==> src/rtl/spram_arb_pkg.sv <==
// spram_arb_pkg: shared widths, owner encoding and memory request bundle for spram_arb2
package spram_arb_pkg;
  localparam int ADDR_W = 14;
  localparam int DATA_W = 32;
  typedef enum logic [1:0] {OWN_NONE, OWN_0, OWN_1} owner_t;
  typedef struct packed {
    logic [ADDR_W-1:0] addr;
    logic              we;
    logic [3:0]        mask;
    logic [DATA_W-1:0] wdata;
  } mem_req_t;
endpackage

==> src/rtl/rr_pick2.sv <==
// rr_pick2: two-way round-robin picker, favours the master that was not granted last
module rr_pick2 (
  input  logic [1:0] req_i,
  input  logic       last_i,
  output logic [1:0] gnt_o
);
  always_comb begin
    gnt_o[0] = req_i[0] && (!req_i[1] || last_i);
    gnt_o[1] = req_i[1] && (!req_i[0] || !last_i);
  end
endmodule

==> src/rtl/spram_arb2.sv <==
// spram_arb2: round-robin arbiter with per-master lock sharing one single-port SPRAM
module spram_arb2 import spram_arb_pkg::*; (
  input  logic              clk_i,
  input  logic              rst_i,
  input  logic              m0_req_i,
  input  logic              m0_lock_i,
  input  logic              m0_we_i,
  input  logic [3:0]        m0_mask_i,
  input  logic [ADDR_W-1:0] m0_addr_i,
  input  logic [DATA_W-1:0] m0_wdata_i,
  output logic              m0_gnt_o,
  output logic              m0_rvalid_o,
  output logic [DATA_W-1:0] m0_rdata_o,
  input  logic              m1_req_i,
  input  logic              m1_lock_i,
  input  logic              m1_we_i,
  input  logic [3:0]        m1_mask_i,
  input  logic [ADDR_W-1:0] m1_addr_i,
  input  logic [DATA_W-1:0] m1_wdata_i,
  output logic              m1_gnt_o,
  output logic              m1_rvalid_o,
  output logic [DATA_W-1:0] m1_rdata_o,
  output logic [ADDR_W-1:0] mem_addr_o,
  output logic              mem_wr_en_o,
  output logic [3:0]        mem_mask_o,
  output logic [DATA_W-1:0] mem_wdata_o,
  input  logic [DATA_W-1:0] mem_rdata_i
);
  owner_t owner_q, owner_d;
  logic last_q, last_d, rpend_q, rpend_d, rsel_q, rsel_d, hold0, hold1;
  logic [ADDR_W-1:0] addr_q;
  logic [DATA_W-1:0] wdata_q;
  logic [1:0] rr_gnt, gnt;
  mem_req_t r0, r1, sel;
  rr_pick2 u_pick (
    .req_i ({m1_req_i, m0_req_i}),
    .last_i(last_q),
    .gnt_o (rr_gnt)
  );
  assign r0 = {m0_addr_i, m0_we_i, m0_mask_i, m0_wdata_i};
  assign r1 = {m1_addr_i, m1_we_i, m1_mask_i, m1_wdata_i};
  always_comb begin
    hold0 = owner_q == OWN_0 && m0_lock_i;
    hold1 = owner_q == OWN_1 && m1_lock_i;
    gnt = rst_i ? 2'b00 : hold0 ? {1'b0, m0_req_i} : hold1 ? {m1_req_i, 1'b0} : rr_gnt;
    owner_d = (hold0 || hold1) ? owner_q : (gnt[0] && m0_lock_i) ? OWN_0 :
              (gnt[1] && m1_lock_i) ? OWN_1 : OWN_NONE;
    last_d = gnt[1] ? 1'b1 : gnt[0] ? 1'b0 : last_q;
    sel = gnt[1] ? r1 : r0;
    rpend_d = |gnt && !sel.we;
    rsel_d = |gnt ? gnt[1] : rsel_q;
    mem_addr_o = |gnt ? sel.addr : addr_q;
    mem_wdata_o = |gnt ? sel.wdata : wdata_q;
    mem_wr_en_o = |gnt && sel.we;
    mem_mask_o = (|gnt && sel.we) ? sel.mask : 4'b0000;
  end
  always_ff @(posedge clk_i) begin
    if (rst_i) begin
      owner_q <= OWN_NONE;
      last_q  <= 1'b1;
      rpend_q <= 1'b0;
      rsel_q  <= 1'b0;
      addr_q  <= '0;
      wdata_q <= '0;
    end else begin
      owner_q <= owner_d;
      last_q  <= last_d;
      rpend_q <= rpend_d;
      rsel_q  <= rsel_d;
      addr_q  <= mem_addr_o;
      wdata_q <= mem_wdata_o;
    end
  end
  // a reset landing on the response cycle drops the read
  assign m0_rvalid_o = rpend_q && !rsel_q && !rst_i;
  assign m1_rvalid_o = rpend_q && rsel_q && !rst_i;
  assign m0_rdata_o = mem_rdata_i;
  assign m1_rdata_o = mem_rdata_i;
  assign m0_gnt_o = gnt[0];
  assign m1_gnt_o = gnt[1];
endmodule

==> config.mk <==
export PLATFORM = sky130hd
export DESIGN_NAME = spram_arb2
export DESIGN_NICKNAME = d
export VERILOG_FILES = /design/src/rtl/spram_arb_pkg.sv /design/src/rtl/rr_pick2.sv /design/src/rtl/spram_arb2.sv
export SDC_FILE = /design/constraint.sdc
export NUM_CORES = 1
export LEC_CHECK = 0
export ABC_AREA = 1
export CORE_ASPECT_RATIO = 0.5
export CORE_UTILIZATION = 39
export CTS_CLUSTER_DIAMETER = 60
export DETAILED_ROUTE_END_ITERATION = 6
export GPL_TIMING_DRIVEN = 0
export PLACE_DENSITY = 0.93
export SETUP_SLACK_MARGIN = 0.02
export SLEW_MARGIN = 25
export SYNTH_ARGS = -nofsm -noshare
export SYNTH_HDL_FRONTEND = slang
export SYNTH_HIERARCHICAL = 1
export SYNTH_SLANG_ARGS = --single-unit
==> constraint.sdc <==
create_clock -name clk_i -period 4.5 [get_ports clk_i]
set_clock_uncertainty 0.15 [all_clocks]
set_input_delay 0.9 -clock clk_i [delete_from_list [all_inputs] [get_ports clk_i]]
set_output_delay 0.9 -clock clk_i [all_outputs]
set_load 0.01 [all_outputs]
==> metrics.md, run 1 <==
| Metric | Value |
|---|---|
| Fillers | `between 700 and 800` |
| Post-CTS sizing | `0` |
| ANT cells | `0` |
| Gate power share | `about 42%` |
| DP HPWL | `10100 um` |
| Crit Path Category | `in -> out` |
| Pwr dens | `245 mW/mm^2` |
| Met1 Use GR | `between 20% and 30%` |
| Setup crit start kind | `input port` |
| Layout Nets | `roughly 960` |
| Final hold vios | `0` |
| Total CTS buffers | `5` |
| Unrepaired setup endpoints after global routing | `false` |
| Leak | `between 3 and 4 nW` |
| Final Wtd Congestion | `~0.86` |
| Final ANT Viol Nets | `0` |
| WL/cell | `13.7 um` |
| # rows | `24` |
| Worst Path Required | `approximately 3.5 ns` |
| Mean Syn Cell Area | `roughly 6.4 sq um` |
| Pre-antenna DRT Iters | `5` |
| Total of max-cap violations | `0` |
| CTS tree | `yes` |
| Met2 GRT Util | `46.3%` |
| Clk_lat worst skew | `roughly 0.29 ns` |
| Vias in the first global route | `approximately 4500` |
| Peak supply drop | `163 uV` |
| Commonest non-fill, non-tap cell in the layout | `clkdlybuf4s50_1` |
| Final worst slack | `0.271 ns` |
| CTS root buf | `clkbuf_16` |
| Rel. slew slack | `61.4%` |
| Syn Inst Count | `a little under 600` |
| Setup TNS | `0 ns` |
| Internal power | `1.08 mW` |
| Clock transition at the registers of the reported paths | `about 0.06 ns` |
| HP Class | `reg -> reg` |
| Post-CTS setup buffers | `0` |
| H-tree levels | `2` |
| Residual DRC | `0` |
| DIE AREA | `0.0101 sq mm` |
| Share of layout cells above drive strength 1 | `15.1%` |
| Switching Fraction | `between 30% and 40%` |
| Yosys Warn Count | `6` |
| Synthesized flop and latch total | `51` |
| Critical Path AT | `3.18 ns` |
| CP Max Fanout | `10` |
| First-pass GRT wire length | `20400 um` |
| Final WL | `~13000 um` |
| Largest net degree at the start of global routing | `15` |
| Initial antenna violation count | `0` |
| Worst-Margin Slew | `just under 0.6 ns` |
| Iteration-0 DRC Markers | `310` |
| Via density | `between 4 and 5` |
| Syn nets | `about 730` |
| Register share of total power | `32.3%` |
| DIE WIDTH | `between 100 and 150 um` |
| GRT Util Overall | `about 25%` |
| Core area | `around 0.0090 sq mm` |
| Most frequent cells in the layout | `clkdlybuf4s50_1, nand2_1, inv_1` |
| Mapped Area | `~0.0038 sq mm` |
| Layout area overhead | `68.2%` |
| Clock power frac | `26.2%` |
| Post-synthesis sequential area ratio | `between 20% and 30%` |
| Top Usage Layer GRT | `met2` |
| Unique masters post-synth | `24` |
| Status | `finished clean` |
| Final setup viols | `0` |
| Crit share post-route | `a little over nine tenths` |
| Vias | `between 4000 and 5000` |
| Crit end category | `primary output` |
| CTS Sinks | `51` |
| Port Buffer Count | `between 200 and 250` |
| Initial Util | `41.7%` |
| Hold_buf cts | `0` |
| GR Util met3 | `under 10%` |
| IO Pins | `between 200 and 300` |
| Highest Clock Rate | `between 200 and 250 MHz` |
| Final Max Tran Viols | `0` |
| Tmin final | `roughly 4.2 ns` |
| Final hold slack | `between 0.3 and 0.4 ns` |
| Setup WS pre-CTS | `between 0.2 and 0.3 ns` |
| Number of buffers on the longest clock path | `2` |
| P_sw | `472 uW` |
| GRT overflow | `0` |
| Die Span Y | `around 72 um` |
-- Yosys cell counts --
master      n  area [sq um]
buf_6       3          33.8
nand2_1   117           439
buf_1       3          11.3
and2_1      1          6.26
a21oi_1    47           235
nor3_1      1          5.00
nand3_2    21           210
dfxtp_1    51          1020
nand3_1    76           380
nand2_2     1          6.26
o211ai_1    1          7.51
inv_2       1          3.75
o21a_1      1          7.51
buf_4      67           503
o21ai_0     2          10.0
inv_1     104           390
nand3b_1    1          7.51
clkbuf_1   12          45.0
buf_2      21           105
a21boi_2    1          11.3
nand4_1    47           294
a21oi_2     1          8.76
nor2_1      6          22.5
nor2_2      1          6.26
-- power groups by stage --
stage	combinational, mW	clock [mW]	sequential, mW
finish	0.644	0.406	0.501
global route	0.690	0.427	0.504
CTS	0.643	0.408	0.500
detailed placement	0.638	0	0.510
global placement	0.627	0	0.509
floorplan	0.307	0	0.508
-- metal layers --
metal	vias to the layer above	share of wire (%)
met3	55	7.0
met2	230	50
li1	2270	-
met5	-	0
met1	2125	39
met4	0	4.3
-- through the flow --
step                power [mW]  instance area [sq um]  utilization [%]  std cells
detailed placement        1.15                   6190             68.4        942
finish                    1.55                   6340             70.2        950
global placement          1.14                   6190             68.4        942
CTS                       1.55                   6340             70.2        950
floorplan                0.815                   3770                -        587
global route              1.62                   6340             70.2        950
-- state kept, by name, indices dropped and copies added, names as in the netlist --
| signal | cells |
|---|---|
| rpend_q | 1 |
| wdata_q | 32 |
| rsel_q | 1 |
| addr_q | 14 |
| owner_q | 2 |
| last_q | 1 |
-- logic make-up after synthesis --
kind of cell    count (synthesis)  share of synthesized area, %
buf+inv                       211                          29.0
simple gates                  272                          36.5
compound gates                 53                          7.43
flops                          51                          27.1
-- worst paths after layout --
check,depth (start not counted),end,startpoint,slack [ns]
setup / recovery,10,mem_mask_o[3],m1_req_i,0.27
hold / removal,2,wdata_q[31]$_SDFF_PP0_,wdata_q[31]$_SDFF_PP0_,0.34
setup reg to reg,9,wdata_q[3]$_SDFF_PP0_,owner_q[0]$_SDFFE_PP0N_,2.63
hold reg to reg,2,wdata_q[31]$_SDFF_PP0_,wdata_q[31]$_SDFF_PP0_,0.34
-- critical path, stage by stage --
cell             delay, ns
clkdlybuf4s50_1       0.52
a21boi_2              0.17
nand2_1               0.06
nand2_1               0.11
nand3_2               0.11
nand2_1               0.13
buf_6                 0.17
o211ai_1              0.26
nor2_1                0.19
clkdlybuf4s50_1       0.56
-- cell type report --
type                    count  area, sq um  share of cell area [%]
repair buffers            225         2250                    35.5
multi-input cells         325         1660                    26.1
flip-flops and latches     51         1020                    16.1
plain buffers             106          698                    11.0
inverters                 105          394                    6.21
well taps                 130          163                    2.56
clock buffers               8          156                    2.47
Power figures use the tool's default switching activity.
==> run 2, diff against run 1 <==
--- a/config.mk
+++ b/config.mk
@@ -6,12 +6,12 @@
 export NUM_CORES = 1
 export LEC_CHECK = 0
 export ABC_AREA = 1
-export CORE_ASPECT_RATIO = 0.5
-export CORE_UTILIZATION = 39
+export CORE_AREA = 2 2 100 102
 export CTS_CLUSTER_DIAMETER = 60
 export DETAILED_ROUTE_END_ITERATION = 6
+export DIE_AREA = 0 0 102 104
+export DONT_BUFFER_PORTS = 1
 export GPL_TIMING_DRIVEN = 0
-export PLACE_DENSITY = 0.93
 export SETUP_SLACK_MARGIN = 0.02
 export SLEW_MARGIN = 25
 export SYNTH_ARGS = -nofsm -noshare
==> metrics.md, run 2 (synthesized netlist as in run 1, its figures left out) <==
| Metric | Value |
|---|---|
| Unrepaired setup endpoints after global routing | `false` |
| Met3 Routed Length | `714 um` |
| Largest registers | `wdata_q x32, addr_q x14, owner_q x2` |
| Initial antenna violation count | `0` |
| CTS Sinks | `about 50` |
| WL/cell | `about 14 um` |
| Crit share post-route | `roughly three quarters` |
| DIE WIDTH | `102 um` |
| CP most frequent cell | `buf_2` |
| DP HPWL | `around 8200 um` |
| Max FFs per register | `32` |
| Final WL | `between 10000 and 15000 um` |
| Final Wtd Congestion | `roughly 0.79` |
| Crit Path Category | `in -> out` |
| ANT cells | `0` |
| Critical Path AT | `2.29 ns` |
| Final hold vios | `0` |
| DIE AREA | `approximately 0.011 sq mm` |
| Layout area overhead | `7.53%` |
| Reg2reg setup slack | `about 2.7 ns` |
| IO Pins | `around 260` |
| Pwr dens | `just under 300 mW/mm^2` |
| # rows | `36` |
| Layout Nets | `734` |
| Iteration-0 DRC Markers | `120` |
| Tmin final | `roughly 3.3 ns` |
| Core area | `0.00955 sq mm` |
| Rel. slew slack | `roughly 65%` |
| Commonest non-fill, non-tap cell in the layout | `nand2_1` |
| CTS root buf | `clkbuf_8` |
| Top reg by flops | `wdata_q` |
| Final core utilization | `42.5%` |
| Port Buffer Count | `0` |
| CP Max Fanout | `10` |
| H-tree levels | `2` |
| CTS tree | `yes` |
| HP Class | `reg -> reg` |
| Highest metal used | `met4` |
| Pre-antenna DRT Iters | `4` |
| First-pass GRT wire length | `around 16000 um` |
| Via density | `between 5 and 6` |
| Setup crit start kind | `input port` |
| Final ANT Viol Nets | `0` |
| Final Max Tran Viols | `0` |
| Number of buffers on the longest clock path | `2` |
| Final setup viols | `0` |
| Slowest Stage Delay on Critical Path | `0.45 ns` |
| Initial Util | `just under 40%` |
| GRT Util Overall | `19.0%` |
| Most frequent cells in the layout | `nand2_1, inv_1, nand3_1` |
| Worst path cell trace | `buf_2, inv_2, buf_2, buf_1, nand4_1, nand3_2, nand2_1` |
| Met1 wire length | `around 4200 um` |
| Clk_lat worst skew | `approximately 0.30 ns` |
| Vias | `around 3700` |
| GRT overflow | `0` |
| Hold_buf cts | `0` |
| Post-CTS setup buffers | `0` |
| Post-CTS sizing | `0` |
| Total of max-cap violations | `0` |
| Die Span Y | `104 um` |
| Peak supply drop | `approximately 140 uV` |
| Clock transition at the registers of the reported paths | `0.10 ns` |
| Total CTS buffers | `5` |
| Setup TNS | `0 ns` |
| Highest Clock Rate | `around 300 MHz` |
| Worst Path Required | `3.45 ns` |
| WL met2 | `between 5000 and 6000 um` |
| Worst-Margin Slew | `about 0.53 ns` |
| Largest net degree at the start of global routing | `16` |
| Leak | `~2.3 nW` |
| Residual DRC | `0` |
| Status | `finished clean` |
| Vias in the first global route | `3420` |
| Crit end category | `primary output` |
| Share of layout cells above drive strength 1 | `a little over a fifth` |
| Slowest CP cell | `buf_1` |
run 2: cell count changes in the layout (fill, tap and decap cells not counted):
cell	previous run	this run
bufinv_16	0	1
clkbuf_1	13	12
clkbuf_16	5	0
clkbuf_8	2	6
clkdlybuf4s50_1	225	0
clkinv_2	0	1
run 2: metrics by stage:
step | hold slack (ns) | setup WS [ns] | instances | area (sq um) | power (mW)
floorplan | 0.305 | 1.55 | 587 | 3770 | 0.815
global placement | 0.320 | 1.16 | 720 | 3940 | 0.882
detailed placement | 0.327 | 1.16 | 720 | 3940 | 0.888
CTS | 0.342 | 1.16 | 728 | 4060 | 1.23
global route | 0.369 | 0.979 | 728 | 4060 | 1.29
finish | 0.344 | 1.16 | 728 | 4060 | 1.21
run 2: path summary, 6_finish.rpt:
| check | startpoint | to | cells past startpoint |
|---|---|---|---|
| worst max-delay path | rst_i | mem_wdata_o[19] | 7 |
| worst min-delay path | last_q$_SDFFE_PP1N_ | last_q$_SDFFE_PP1N_ | 2 |
| worst max register to register | owner_q[0]$_SDFFE_PP0N_ | wdata_q[19]$_SDFF_PP0_ | 9 |
| worst min register to register | last_q$_SDFFE_PP1N_ | last_q$_SDFFE_PP1N_ | 2 |
run 2: final cells by class:
| cell class | instances | area [sq um] |
|---|---|---|
| clock inverters | 2 | 35.0 |
| inverters | 105 | 394 |
| plain buffers | 106 | 698 |
| flip-flops and latches | 51 | 1020 |
| fillers | 1057 | 5490 |
| well taps | 133 | 166 |
| clock buffers | 6 | 82.6 |
| multi-input cells | 325 | 1660 |
run 2: metal layers:
metal / track usage, % / vias up
li1: - / 1813
met1: 22.7 / 1675
met2: 34.4 / 155
met3: 3.97 / 11
met4: 3.90 / 0
met5: 0 / -
run 2: report_power, final:
group	internal [mW]	total (mW)	switching [mW]	leakage [nW]
clock	0.180	0.337	0.157	0.0612
sequential	0.489	0.500	0.0107	0.419
combinational	0.127	0.372	0.245	1.79
run 2: worst max-delay path, delay by kind of cell:
kind	cells	cell delay (ns)
buf+inv	4	0.93
simple gates	3	0.44
==> edit (config.mk and constraints of run 1) <==
`ADDR_W`: 14 -> 13.
--- a/src/rtl/spram_arb_pkg.sv
+++ b/src/rtl/spram_arb_pkg.sv
@@ -1,6 +1,6 @@
 // spram_arb_pkg: shared widths, owner encoding and memory request bundle for spram_arb2
 package spram_arb_pkg;
-  localparam int ADDR_W = 14;
+  localparam int ADDR_W = 13;
   localparam int DATA_W = 32;
   typedef enum logic [1:0] {OWN_NONE, OWN_0, OWN_1} owner_t;
   typedef struct packed {
Ports: changed (resized m0_addr_i, m1_addr_i and mem_addr_o); port bits go from 259 to 256. No check against the original RTL was run, so the function may have changed too.
==> edit against run 1 <==
Hold slack worse by 8.2 ps; total power down 1.8%; routed wire length down 1.6%; critical path depth unchanged; sequential cell count down 1; cell area down 1.1%; synthesized area down 0.53%; setup slack worse by 42 ps; register-to-register slack worse by 100 ps; die area down 0.51%; largest cell class unchanged.
==> edit: results <==
group,metric,value,unit
setup_path,critPathMaxStageDelay,520,ps
setup_path,endpoint,"mem_wdata_o[1]",
final_layout,final_layout_size_suffix_gt1_frac,0.1559,
detailed_routing,m1WireLength,5285,um
detailed_routing,wl_per_cell,13.88,um
global_route,track_usage,0.2485,
global_route,grt_pass1_wl,19990,um
synthesis,syn-num-nets,716,
placed_design,place.port_buffers,222,
pwr,vdd_drop_max,0.1763,mV
synthesis,synthTopCellsByCount,"nand2_1, inv_1, buf_4, nand3_1, dfxtp_1",
final_layout,fillers,715,
hold_path,min-delay-start,"rsel_q",
global_route,use_met1,0.2845,
global_route,grtUsageMet2,0.4561,
setup_path,crit_arrival,3220,ps
setup_path,reg2reg_slack,2530,ps
final_layout,reg.largest.list,"wdata_q (32), addr_q (13), owner_q (2)",
placed_design,place_area,6120,um2
sta,worst_pin_slew,526.2,ps
detailed_routing,vias,4475,
placed_design,dp_hpwl,10060,um
global_route,met3_usage,0.05080,
pwr,leakage,3.103,nW
detailed_routing,drtIter0Drc,216,
synthesis,synth_top_cells_by_area,"dfxtp_1, buf_4, nand2_1",
hold_path,min_to,"rsel_q",
setup_path,r2r-end,"wdata_q[25]",
final_layout,fin_util,0.6961,
placed_design,place_congestion,0.7999,
synthesis,yosysSeqAreaShare,0.2668,
status,status,"finished clean",
edit: cell type report:
| cell class | count | area share |
|---|---|---|
| clock buffers | 6 | 0.02215 |
| plain buffers | 106 | 0.1151 |
| clock inverters | 2 | 0.001995 |
| multi-input cells | 319 | 0.2618 |
| repair buffers | 222 | 0.3543 |
| inverters | 103 | 0.06165 |
| flip-flops and latches | 50 | 0.1596 |
| well taps | 117 | 0.02334 |
edit: logic make-up (layout without fill, tap and decap cells):
family,count (synthesis),count (layout),share of synthesized area
AND/OR/NAND/NOR,267,267,0.3629
buffers and inverters,209,439,0.2955
AO/OA/AOI/OAI,52,52,0.07472
flip-flops,50,50,0.2668
edit: metrics by stage:
step                setup WS [ps]  instances  hold slack, ps
detailed placement          259.1        917           321.8
global placement            358.7        917           319.1
global route                52.38        925           353.2
floorplan                    1520        578           304.9
finish                      229.2        925           333.2
CTS                         245.2        925           331.8
edit: power by group:
part / switching [mW] / internal (mW)
Combinational: 0.290 / 0.351
Clock: 0.170 / 0.220
Sequential: 0.0113 / 0.480
